### src/rtl/controlador_elevador_if.sv
// rtl/controlador_elevador_if.sv - call request and car status bundle for the elevator controller
interface controlador_elevador_if #(
    parameter int FLOORS  = 4,
    parameter int FLOOR_W = $clog2(FLOORS)
);
    logic [FLOORS-1:0]  call_req;
    logic [FLOOR_W-1:0] floor_out;
    logic               dir_up;
    logic               moving;
    logic               door_open;
    logic               arrive;
    logic [FLOORS-1:0]  pending;

    modport master (
        output call_req,
        input  floor_out, dir_up, moving, door_open, arrive, pending
    );

    modport slave (
        input  call_req,
        output floor_out, dir_up, moving, door_open, arrive, pending
    );
endinterface

### src/rtl/controlador_elevador.sv
// rtl/controlador_elevador.sv - SCAN-order elevator controller with travel and door timing
module controlador_elevador #(
    parameter int FLOORS        = 4,
    parameter int FLOOR_W       = $clog2(FLOORS),
    parameter int TRAVEL_CYCLES = 8,
    parameter int DOOR_CYCLES   = 4
) (
    input  logic                   clk,
    input  logic                   rst_n,
    controlador_elevador_if.slave  bus
);
    localparam int TW = $clog2(TRAVEL_CYCLES + 1);
    localparam int DW = $clog2(DOOR_CYCLES + 1);

    typedef enum logic [1:0] {IDLE, MOVE, DOOR} state_t;

    state_t             state_q, state_d;
    logic [FLOOR_W-1:0] floor_q, floor_d;
    logic               dir_q, dir_d;
    logic [TW-1:0]      trav_q, trav_d;
    logic [DW-1:0]      door_q, door_d;
    logic               arrive_q, arrive_d;
    logic [FLOORS-1:0]  pending_q, pending_d;

    logic [FLOORS-1:0]  here, next_here, clr, call_eff;
    logic [FLOOR_W-1:0] next_floor;
    logic               above, below;

    // Any pending call strictly above (up=1) or strictly below (up=0) floor f.
    function automatic logic beyond(input logic [FLOORS-1:0] p,
                                    input logic [FLOOR_W-1:0] f,
                                    input logic up);
        beyond = 1'b0;
        for (int i = 0; i < FLOORS; i++) begin
            if (p[i] && (up ? (FLOOR_W'(i) > f) : (FLOOR_W'(i) < f))) beyond = 1'b1;
        end
    endfunction

    always_comb begin
        state_d    = state_q;
        floor_d    = floor_q;
        dir_d      = dir_q;
        trav_d     = trav_q;
        door_d     = door_q;
        arrive_d   = 1'b0;
        clr        = '0;
        call_eff   = bus.call_req;
        here       = FLOORS'(1) << floor_q;
        next_floor = dir_q ? floor_q + FLOOR_W'(1) : floor_q - FLOOR_W'(1);
        next_here  = FLOORS'(1) << next_floor;
        above      = beyond(pending_q, floor_q, 1'b1);
        below      = beyond(pending_q, floor_q, 1'b0);

        unique case (state_q)
            IDLE: begin
                if (|(pending_q & here)) begin
                    state_d  = DOOR;
                    door_d   = '0;
                    arrive_d = 1'b1;
                    clr      = here;
                end else if (above && (dir_q || !below)) begin
                    dir_d   = 1'b1;
                    state_d = MOVE;
                    trav_d  = '0;
                end else if (below) begin
                    dir_d   = 1'b0;
                    state_d = MOVE;
                    trav_d  = '0;
                end
            end
            MOVE: begin
                if (trav_q == TW'(TRAVEL_CYCLES - 1)) begin
                    floor_d = next_floor;
                    trav_d  = '0;
                    if (|(pending_q & next_here)) begin
                        state_d  = DOOR;
                        door_d   = '0;
                        arrive_d = 1'b1;
                        clr      = next_here;
                    end else if (!beyond(pending_q, next_floor, dir_q)) begin
                        state_d = IDLE;
                    end
                end else begin
                    trav_d = trav_q + TW'(1);
                end
            end
            DOOR: begin
                // A re-call of the open floor only extends the dwell; it is never latched.
                if (|(bus.call_req & here)) begin
                    door_d   = '0;
                    call_eff = bus.call_req & ~here;
                end else if (door_q == DW'(DOOR_CYCLES - 1)) begin
                    state_d = IDLE;
                end else begin
                    door_d = door_q + DW'(1);
                end
            end
            default: state_d = IDLE;
        endcase

        pending_d = (pending_q | call_eff) & ~clr;
    end

    always_ff @(posedge clk or negedge rst_n) begin
        if (!rst_n) begin
            state_q   <= IDLE;
            floor_q   <= '0;
            dir_q     <= 1'b1;
            trav_q    <= '0;
            door_q    <= '0;
            arrive_q  <= 1'b0;
            pending_q <= '0;
        end else begin
            state_q   <= state_d;
            floor_q   <= floor_d;
            dir_q     <= dir_d;
            trav_q    <= trav_d;
            door_q    <= door_d;
            arrive_q  <= arrive_d;
            pending_q <= pending_d;
        end
    end

    assign bus.floor_out = floor_q;
    assign bus.dir_up    = dir_q;
    assign bus.moving    = (state_q == MOVE);
    assign bus.door_open = (state_q == DOOR);
    assign bus.arrive    = arrive_q;
    assign bus.pending   = pending_q;

    // Direction choices must keep the car inside the shaft.
    a_floor_range: assert property (@(posedge clk) disable iff (!rst_n)
        (state_q == MOVE && trav_q == TW'(TRAVEL_CYCLES - 1)) |->
        (dir_q ? (floor_q != FLOOR_W'(FLOORS - 1)) : (floor_q != '0)));
endmodule

### src/flat_wrapper.sv
// flat-port wrapper written by rule: the top's interface ports become plain ports
module controlador_elevador_flat 
#(
    parameter int FLOORS        = 4,
    parameter int FLOOR_W       = $clog2(FLOORS),
    parameter int TRAVEL_CYCLES = 8,
    parameter int DOOR_CYCLES   = 4
)
  (clk, rst_n, bus_call_req, bus_floor_out, bus_dir_up, bus_moving, bus_door_open, bus_arrive, bus_pending);
  controlador_elevador_if #(.FLOORS(FLOORS), .FLOOR_W(FLOOR_W)) bus_i ();
  input  logic clk;
  input  logic rst_n;
  input wire logic [$bits(bus_i.call_req)-1:0] bus_call_req;
  output wire logic [$bits(bus_i.floor_out)-1:0] bus_floor_out;
  output wire logic [$bits(bus_i.dir_up)-1:0] bus_dir_up;
  output wire logic [$bits(bus_i.moving)-1:0] bus_moving;
  output wire logic [$bits(bus_i.door_open)-1:0] bus_door_open;
  output wire logic [$bits(bus_i.arrive)-1:0] bus_arrive;
  output wire logic [$bits(bus_i.pending)-1:0] bus_pending;
  assign bus_i.call_req = bus_call_req;
  assign bus_floor_out = bus_i.floor_out;
  assign bus_dir_up = bus_i.dir_up;
  assign bus_moving = bus_i.moving;
  assign bus_door_open = bus_i.door_open;
  assign bus_arrive = bus_i.arrive;
  assign bus_pending = bus_i.pending;
  controlador_elevador #(.FLOORS(FLOORS), .FLOOR_W(FLOOR_W), .TRAVEL_CYCLES(TRAVEL_CYCLES), .DOOR_CYCLES(DOOR_CYCLES)) u_core (.clk(clk), .rst_n(rst_n), .bus(bus_i));
endmodule
### config.mk
export PLATFORM = sky130hd
export DESIGN_NAME = controlador_elevador_flat
export DESIGN_NICKNAME = d
export VERILOG_FILES = /design/src/rtl/controlador_elevador_if.sv /design/src/rtl/controlador_elevador.sv /design/src/flat_wrapper.sv
export SDC_FILE = /design/constraint.sdc
export NUM_CORES = 1
export LEC_CHECK = 0
export CORE_MARGIN = 2
export CORE_UTILIZATION = 26
export CTS_CLUSTER_DIAMETER = 40
export DETAILED_ROUTE_END_ITERATION = 10
export GPL_ROUTABILITY_DRIVEN = 0
export PLACE_DENSITY = 0.49
export REMOVE_ABC_BUFFERS = 1
export SYNTH_ARGS = -nofsm -noshare
export SYNTH_HDL_FRONTEND = slang
export SYNTH_SLANG_ARGS = --single-unit
### constraint.sdc
create_clock -name clk -period 5.7 [get_ports clk]
set_clock_uncertainty 0.1 [all_clocks]
set_input_delay 1.14 -clock clk [delete_from_list [all_inputs] [get_ports clk]]
set_output_delay 1.14 -clock clk [all_outputs]
set_load 0.01 [all_outputs]
==> results of run 1 <==
## final timing paths
check                                        start                 endpoint  depth (start not counted)
setup / recovery                 u_core.state_q[1]               bus_moving                          3
hold / removal                    u_core.door_q[2]         u_core.door_q[2]                          1
setup reg to reg           u_core.bus.floor_out[0]         u_core.door_q[0]                          7
hold reg to reg                   u_core.door_q[2]         u_core.door_q[2]                          1
max in group asynchronous                    rst_n         u_core.door_q[2]                          1
min in group asynchronous                    rst_n  u_core.bus.floor_out[1]                          1
## worst max-delay path, cell delays in order, from the launching register on
cell and delay [ns]:
dfrtp_1 0.40, nand2b_2 0.22, inv_1 0.18, clkdlybuf4s50_1 0.57
## cell usage in the layout (no fill, tap or decap), types with 4 or more instances in the layout
cell type / Yosys / final
nor2_1: 9 / 9
a211oi_1: 5 / 5
ha_1: 9 / 9
clkdlybuf4s50_1: 0 / 15
a22oi_1: 4 / 4
inv_1: 9 / 9
dfrtp_1: 16 / 16
a21oi_1: 8 / 8
nand2_1: 12 / 12
o21ai_0: 7 / 7
## power by group through the flow
stage | combinational (mW) | clock, mW | sequential, mW
after floorplan | 0.168 | 0 | 0.192
after global placement | 0.243 | 0 | 0.196
after detailed placement | 0.248 | 0 | 0.198
after CTS | 0.249 | 0.0942 | 0.195
after global routing | 0.279 | 0.100 | 0.200
final | 0.246 | 0.0897 | 0.195
## area by class of cell
class                           count  area [um2]
Sequential cell                    17         427
Clock inverter                      1        5.00
Fill cell                         422        2690
Multi-Input combinational cell     85         607
Tap cell                           50        62.6
Timing Repair Buffer               15         150
Clock buffer                        3        41.3
Inverter                           12        45.0
## stage by stage
step	area, um2	cells	worst slack [ns]	utilization (%)
after global routing	1340	183	2.77	33.2
final	1340	183	2.84	33.2
after CTS	1340	183	2.83	33.2
after detailed placement	1290	179	3.00	32.0
after global placement	1290	179	3.03	32.0
after floorplan	1080	114	3.44	-
## logic make-up after synthesis
| logic type | Yosys count | synth area share (%) |
|---|---|---|
| and+or+nand+nor | 36 | 16.5 |
| AOI/OAI and AO/OA | 35 | 21.0 |
| DFF | 17 | 39.0 |
| buffers and inverters | 14 | 5.60 |
| adders and majority gates | 9 | 10.3 |
| muxes | 3 | 4.34 |
| xor gates and xnor gates | 2 | 3.31 |
## state kept, by name, indices dropped and copies added (netlist names)
signal	count
u_core.bus.arrive	1
u_core.bus.dir_up	1
u_core.bus.floor_out	2
u_core.bus.pending	4
u_core.door_q	3
u_core.state_q	2
u_core.trav_q	4
## per-layer routing
layer	GRT usage [%]	vias up
met5	0	-
met4	0.735	0
met3	3.73	2
met2	19.8	24
met1	15.8	416
li1	-	454
==> run_results.csv, run 1 <==
group,metric,value,unit
clock_tree,htree_levels,1,
floorplan,ios,16,
logic_synthesis,synth_top_flop_cell,"dfrtp_1",
final_layout,n_antenna_cell,0,
floorplan,core_area,4030,um2
pwr,total_switching_power,0.212,mW
pwr,switching_share,39.9,%
logic_synthesis,synth_seq_cells,17,
clock_tree,cts-root-buf,"clkbuf_8",
drt,dr_wl_met3,131,um
final_layout,syn_to_final_growth,22.2,%
drt,wl_per_cell,13.2,um
clock_tree,cts_hold_buf,0,
sta,max-slew-margin-rel,46.4,%
global_routing,grt_pass1_wl,4260,um
final_layout,nets,149,
placement,dpl.hpwl,1880,um
pwr,power,0.530,mW
pwr,combPwrFrac,46.4,%
drt,wl,2420,um
sta,finalHoldViolations,0,
clock_tree,cts_post_setup_buffers_inserted,0,
sta,tns,0,ns
drt,vias_per_cell,4.90,
floorplan,die_y,68.9,um
drt,ant_nets,0,
run,drv_cap,0,
pwr,p_per_area,397,nW/um2
sta,setup_viol,0,
floorplan,fp.dieArea,4750,um2
global_routing,grt_usage,11.9,%
global_routing,antenna_found_initial,0,
clock_tree,cts_buffer_depth,2,
drt,met2_length,1160,um
drt,drt_iter0_markers,29,
sta,period_needed,2.86,ns
pwr,leakage,0.586,nW
drt,wl_met1,1110,um
run_status,status,"finished clean",
pwr,pwr-share-seq,36.7,%
logic_synthesis,yosys_warnings,0,
pwr,power.internal,0.319,mW
clock_tree,worstSkewPairLatency,0.25,ns
logic_synthesis,synth_area_leaders,"dfrtp_1 37%, ha_1 10%, nand2_1 4.1%",
global_routing,grt.overflow.total,0,
floorplan,core.rowCount,23,
final_layout,drive_gt1_share,9.77,%
setup_path,r2r_slack,3.26,ns
logic_synthesis,synthTopCellsByCount,"16 x dfrtp_1, 12 x nand2_1, 9 x ha_1, 9 x inv_1, 9 x nor2_1",
sta,worstMarginPinSlew,0.801,ns
global_routing,grt_pass1_vias,922,
logic_synthesis,syn_area_per_cell,9.44,um2
logic_synthesis,netlist_instances,116,
sta,final_max_slew_viol_count,0,
logic_synthesis,ys_seq_area_share,39.0,%
drt,via_count,896,
sta,period_share,50.1,%
setup_path,start_kind,"flip-flop",
pwr,p_clk_share,16.9,%
setup_path,cp.arrival,1.62,ns
logic_synthesis,ys_async_sr_fraction,100,%
floorplan,fp.dieW,68.9,um
setup_path,cp_max_fo,7,
floorplan,initial_core_util,27.2,%
clock_tree,post_cts_resized,0,
drt,drc,0,
setup_path,end_kind,"output pin",
hold_path,worstHoldPathType,"reg -> reg",
drt,drtPass1Iterations,5,
clock_tree,cts_buffers,3,
setup_path,cp.required,4.46,ns
logic_synthesis,synth_edf_count,0,
placement,place.port_buffers,15,
logic_synthesis,yosysMostFrequentCell,"dfrtp_1",
logic_synthesis,netlist_area,1090,um2
clock_tree,clock_sinks,17,
drt,top_layer,"met4",
logic_synthesis,synth_top_area_cell,"dfrtp_1",
setup_path,crit_type,"reg -> out",
clock_tree,cts.clk_slew.worst_paths,0.06,ns
sta,fmax,350,MHz
sta,holdWs,0.398,ns
logic_synthesis,ys_types,37,
global_routing,grt_max_degree,18,
sta,rsz0062_at_grt,"false",
logic_synthesis,synth_top_area_share,36.6,%
clock_tree,cts_tree,"built",
pwr,ir_worst_vdd,0.151,mV
Power figures use the tool's default switching activity.
==> run 2: changes to the inputs <==
==> constraint.sdc (replaced) <==
create_clock -name clk -period 2.8 [get_ports clk]
set_clock_uncertainty 0.1 [all_clocks]
set_input_delay 0.56 -clock clk [delete_from_list [all_inputs] [get_ports clk]]
set_output_delay 0.56 -clock clk [all_outputs]
set_load 0.01 [all_outputs]
==> run_results.csv, run 2 (synthesis results as in run 1) <==
group,metric,value,unit
hold_path,worstHoldPathType,"reg -> reg",
final_layout,syn_to_final_growth,22.2,%
placement,dpl.hpwl,1950,um
pwr,leakage,0.586,nW
sta,final_max_slew_viol_count,0,
clock_tree,cts-root-buf,"clkbuf_8",
clock_tree,worstSkewPairLatency,0.25,ns
setup_path,crit_type,"reg -> reg",
setup_path,r2r_slack,0.39,ns
global_routing,grt_pass1_vias,901,
sta,finalHoldViolations,0,
final_layout,final_cell_mix,"16 x dfrtp_1, 15 x clkdlybuf4s50_1, 12 x nand2_1",
run,drv_cap,0,
global_routing,grt_max_degree,18,
setup_path,worst_r2r_endpoint,"u_core.door_q[0]",
clock_tree,clock_sinks,17,
floorplan,die_y,68.9,um
final_layout,register_area,427,um2
drt,drc,0,
setup_path,slowest_delay,0.52,ns
hold_path,hold_path_depth,1,
drt,wl,2530,um
global_routing,grt.overflow.total,0,
floorplan,ios,16,
setup_path,r2r_cells,7,
drt,drt_iter0_markers,24,
placement,place_area,1290,um2
global_routing,grt_usage,12.9,%
final_layout,num-fill-cells,432,
clock_tree,cts_hold_buf,0,
clock_tree,post_cts_resized,0,
floorplan,fp.dieW,68.9,um
setup_path,end_kind,"flip-flop",
setup_path,crit_chain,"inv_2 -> ha_1 -> xnor2_4 -> mux4_2 -> nor2_1 -> a211o_1 -> mux2_4",
setup_path,cp.arrival,2.45,ns
sta,max-slew-margin-rel,46.8,%
final_layout,stdcell_area,1340,um2
drt,vias_per_cell,4.91,
sta,period_needed,2.41,ns
clock_tree,cts_buffers,3,
setup_path,critPathSlowestCell,"dfrtp_1",
placement,place.port_buffers,15,
run_status,status,"finished clean",
clock_tree,cts_tree,"built",
pwr,ir_worst_vdd,0.224,mV
sta,period_share,86.1,%
drt,wl_per_cell,13.8,um
clock_tree,cts_buffer_depth,2,
final_layout,multiInputGateArea,607,um2
setup_path,r2r-start,"u_core.bus.floor_out[0]",
setup_path,cp.required,2.84,ns
final_layout,final_common_cell,"dfrtp_1",
sta,rsz0062_at_grt,"false",
hold_path,hold_path_end,"u_core.door_q[2]",
final_layout,drive_gt1_share,9.77,%
final_layout,nets,149,
floorplan,core.rowCount,23,
sta,tns,0,ns
floorplan,fp.dieArea,4750,um2
setup_path,cp_max_fo,9,
sta,fmax,415,MHz
drt,ant_nets,0,
floorplan,core_area,4030,um2
hold_path,worst_hold_startpoint,"u_core.door_q[2]",
drt,via_count,898,
setup_path,start_kind,"flip-flop",
global_routing,antenna_found_initial,0,
global_routing,grt_pass1_wl,4490,um
sta,worstMarginPinSlew,0.796,ns
sta,setup_viol,0,
clock_tree,cts_post_setup_buffers_inserted,0,
drt,drtPass1Iterations,4,
final_layout,n_antenna_cell,0,
floorplan,initial_core_util,27.2,%
clock_tree,cts.clk_slew.worst_paths,0.07,ns
clock_tree,htree_levels,1,
pwr,p_per_area,814,nW/um2
run 2: critical path: cells and delay by family (launching register included):
family	cells	cell delay, ns
AOI/OAI and AO/OA	1	0.32
xor gates and xnor gates	1	0.22
and+or+nand+nor	1	0.06
adders and majority gates	1	0.43
DFF	1	0.52
buffers and inverters	1	0.15
muxes	2	0.50
run 2: worst max-delay path by stage:
stage	cells past startpoint	to	start
after floorplan	7	u_core.door_q[0]	u_core.bus.floor_out[0]
after global placement	7	u_core.door_q[0]	u_core.bus.floor_out[0]
final	7	u_core.door_q[0]	u_core.bus.floor_out[0]
after CTS	7	u_core.door_q[0]	u_core.bus.floor_out[0]
after global routing	7	u_core.door_q[0]	u_core.bus.floor_out[0]
after detailed placement	7	u_core.door_q[0]	u_core.bus.floor_out[0]
run 2: area by class of cell:
| type | count | share of cell area [%] |
|---|---|---|
| sequential | 17 | 31.9 |
| tap | 50 | 4.68 |
| multi-input combinational | 85 | 45.4 |
| inverter | 12 | 3.37 |
| timing repair buffer | 15 | 11.2 |
| clock buffer | 3 | 3.09 |
| clock inverter | 1 | 0.374 |
run 2: through the flow:
| stage | power, mW | utilization [%] | hold slack, ns | std cells | setup WS (ns) |
|---|---|---|---|---|---|
| 6_report | 1.09 | 33.2 | 0.410 | 183 | 0.389 |
| 5_1_grt | 1.19 | 33.2 | 0.425 | 183 | 0.263 |
| 4_1_cts | 1.11 | 33.2 | 0.415 | 183 | 0.375 |
| 3_5_place_dp | 0.911 | 32.0 | 0.391 | 179 | 0.390 |
| 3_3_place_gp | 0.899 | 32.0 | 0.392 | 179 | 0.491 |
| 2_1_floorplan | 0.733 | - | 0.164 | 114 | 0.536 |
run 2: report_power, final:
group,switching [mW],total [mW],internal [mW]
combinational,0.266,0.502,0.236
sequential,0.0858,0.401,0.315
clock,0.0875,0.186,0.0989
total,0.439,1.09,0.650
run 2: layer usage:
layer	GRT usage [%]	wire length, um
met5	0	0
met4	2.94	21
met3	3.73	106
met2	21.3	1190
met1	16.6	1210
==> run 3: changes to the inputs <==
--- a/config.mk
+++ b/config.mk
@@ -10,7 +10,7 @@
 export CTS_CLUSTER_DIAMETER = 40
 export DETAILED_ROUTE_END_ITERATION = 10
 export GPL_ROUTABILITY_DRIVEN = 0
-export PLACE_DENSITY = 0.49
+export PLACE_DENSITY = 0.47
 export REMOVE_ABC_BUFFERS = 1
 export SYNTH_ARGS = -nofsm -noshare
 export SYNTH_HDL_FRONTEND = slang
==> run_results.csv, run 3 (synthesis results as in run 1) <==
group,metric,value,unit
drt,wl,2580,um
sta,period_share,86.7,%
global_routing,grt_pass1_wl,4400,um
setup_path,crit_end,"u_core.door_q[0]",
setup_path,path_depth,7,
clock_tree,cts_tree,"built",
sta,rsz0062_at_grt,"false",
floorplan,ios,16,
setup_path,cp_max_fo,9,
global_routing,grt_pass1_vias,887,
placement,dpl.hpwl,1960,um
floorplan,fp.dieArea,4750,um2
clock_tree,htree_levels,1,
clock_tree,cts_buffer_depth,2,
drt,drtPass1Iterations,4,
pwr,leakage,0.583,nW
drt,via_count,912,
drt,ant_nets,0,
global_routing,grt_max_degree,18,
setup_path,critPathSlowestCell,"dfrtp_1",
global_routing,antenna_found_initial,0,
run_status,status,"finished clean",
clock_tree,cts_buffers,3,
setup_path,start_kind,"flip-flop",
clock_tree,clock_sinks,17,
clock_tree,cts_hold_buf,0,
drt,drc,0,
setup_path,crit_start,"u_core.bus.floor_out[0]",
sta,worstMarginPinSlew,0.811,ns
setup_path,r2r_cells,7,
setup_path,crit_chain,"inv_2 -> ha_1 -> xnor2_4 -> mux4_2 -> nor2_1 -> a211o_1 -> mux2_4",
placement,place.port_buffers,15,
setup_path,end_kind,"flip-flop",
floorplan,fp.dieW,68.9,um
drt,drt_iter0_markers,61,
setup_path,cp.arrival,2.46,ns
setup_path,crit_family,"flip-flops",
drt,wl_per_cell,14.1,um
setup_path,cp.required,2.83,ns
final_layout,drive_gt1_share,9.02,%
sta,setup_viol,0,
clock_tree,worstSkewPairLatency,0.26,ns
global_routing,grt_usage,12.6,%
final_layout,final_common_cell,"dfrtp_1",
drt,vias_per_cell,4.98,
setup_path,crit_type,"reg -> reg",
floorplan,core_area,4030,um2
setup_path,r2r_slack,0.37,ns
final_layout,final_cells,183,
sta,tns,0,ns
floorplan,die_y,68.9,um
final_layout,final_cell_mix,"16 x dfrtp_1, 15 x clkdlybuf4s50_1, 12 x nand2_1",
clock_tree,cts.clk_slew.worst_paths,0.08,ns
final_layout,n_antenna_cell,0,
global_routing,grt.overflow.total,0,
sta,final_max_slew_viol_count,0,
sta,finalHoldViolations,0,
clock_tree,cts_post_setup_buffers_inserted,0,
final_layout,nets,149,
run,drv_cap,0,
pwr,p_per_area,814,nW/um2
setup_path,path_buf_inv,1,
clock_tree,cts-root-buf,"clkbuf_8",
setup_path,slowest_delay,0.52,ns
final_layout,syn_to_final_growth,22.1,%
setup_path,worst_r2r_endpoint,"u_core.door_q[0]",
setup_path,r2r-start,"u_core.bus.floor_out[0]",
sta,max-slew-margin-rel,45.8,%
hold_path,worstHoldPathType,"reg -> reg",
pwr,ir_worst_vdd,0.284,mV
clock_tree,post_cts_resized,0,
floorplan,core.rowCount,23,
sta,period_needed,2.43,ns
floorplan,initial_core_util,27.2,%
sta,fmax,412,MHz
placement,dp.cells,179,
## run 3: cell count changes in the layout (fill, tap and decap cells not counted), sizes merged
cell,previous run,this run
clkbuf,3,4
clkinv,1,0
## run 3: worst reg2reg max path, delay by kind of cell, from the launching register on
| kind | cells | cell delay [ns] |
|---|---|---|
| adders and majority gates | 1 | 0.43 |
| AOI/OAI and AO/OA | 1 | 0.32 |
| muxes | 2 | 0.51 |
| DFF | 1 | 0.52 |
| buffers and inverters | 1 | 0.15 |
| xor gates and xnor gates | 1 | 0.22 |
| and+or+nand+nor | 1 | 0.06 |
## run 3: cell type report
class,instances,area (um2)
clock buffer,4,45.0
fill,438,2690
inverter,12,45.0
multi-input combinational,85,607
sequential,17,427
tap,50,62.6
timing repair buffer,15,150
## run 3: routing by layer
layer	wire [um]	GRT usage (%)	vias to the layer above
li1	-	-	449
met1	1200	17.1	437
met2	1210	20.0	24
met3	154	3.73	2
met4	8	2.21	0
met5	0	0	-
## run 3: power by group
group	leakage, nW	switching [mW]	internal (mW)
clock network	0.0228	0.0850	0.101
logic	0.354	0.264	0.235
registers	0.207	0.0878	0.315
total	0.583	0.437	0.651
## run 3: through the flow
step | worst slack [ns] | utilization [%] | cell area [um2] | power, mW | hold slack [ns]
after CTS | 0.357 | 33.2 | 1340 | 1.10 | 0.399
after floorplan | 0.536 | - | 1080 | 0.733 | 0.164
after global routing | 0.254 | 33.2 | 1340 | 1.18 | 0.427
after global placement | 0.493 | 32.0 | 1290 | 0.905 | 0.393
final | 0.372 | 33.2 | 1340 | 1.09 | 0.394
after detailed placement | 0.384 | 32.0 | 1290 | 0.911 | 0.380
## run 3: how the worst min path moves through the flow
stage               slack [ns]                 to              from  depth (start not counted)
detailed placement        0.38   u_core.door_q[2]  u_core.door_q[2]                          1
global route              0.43   u_core.door_q[1]  u_core.door_q[1]                          1
CTS                       0.40   u_core.door_q[2]  u_core.door_q[2]                          1
finish                    0.39   u_core.door_q[2]  u_core.door_q[2]                          1
global placement          0.39   u_core.door_q[2]  u_core.door_q[2]                          1
floorplan                 0.16  u_core.bus.arrive             rst_n                          0
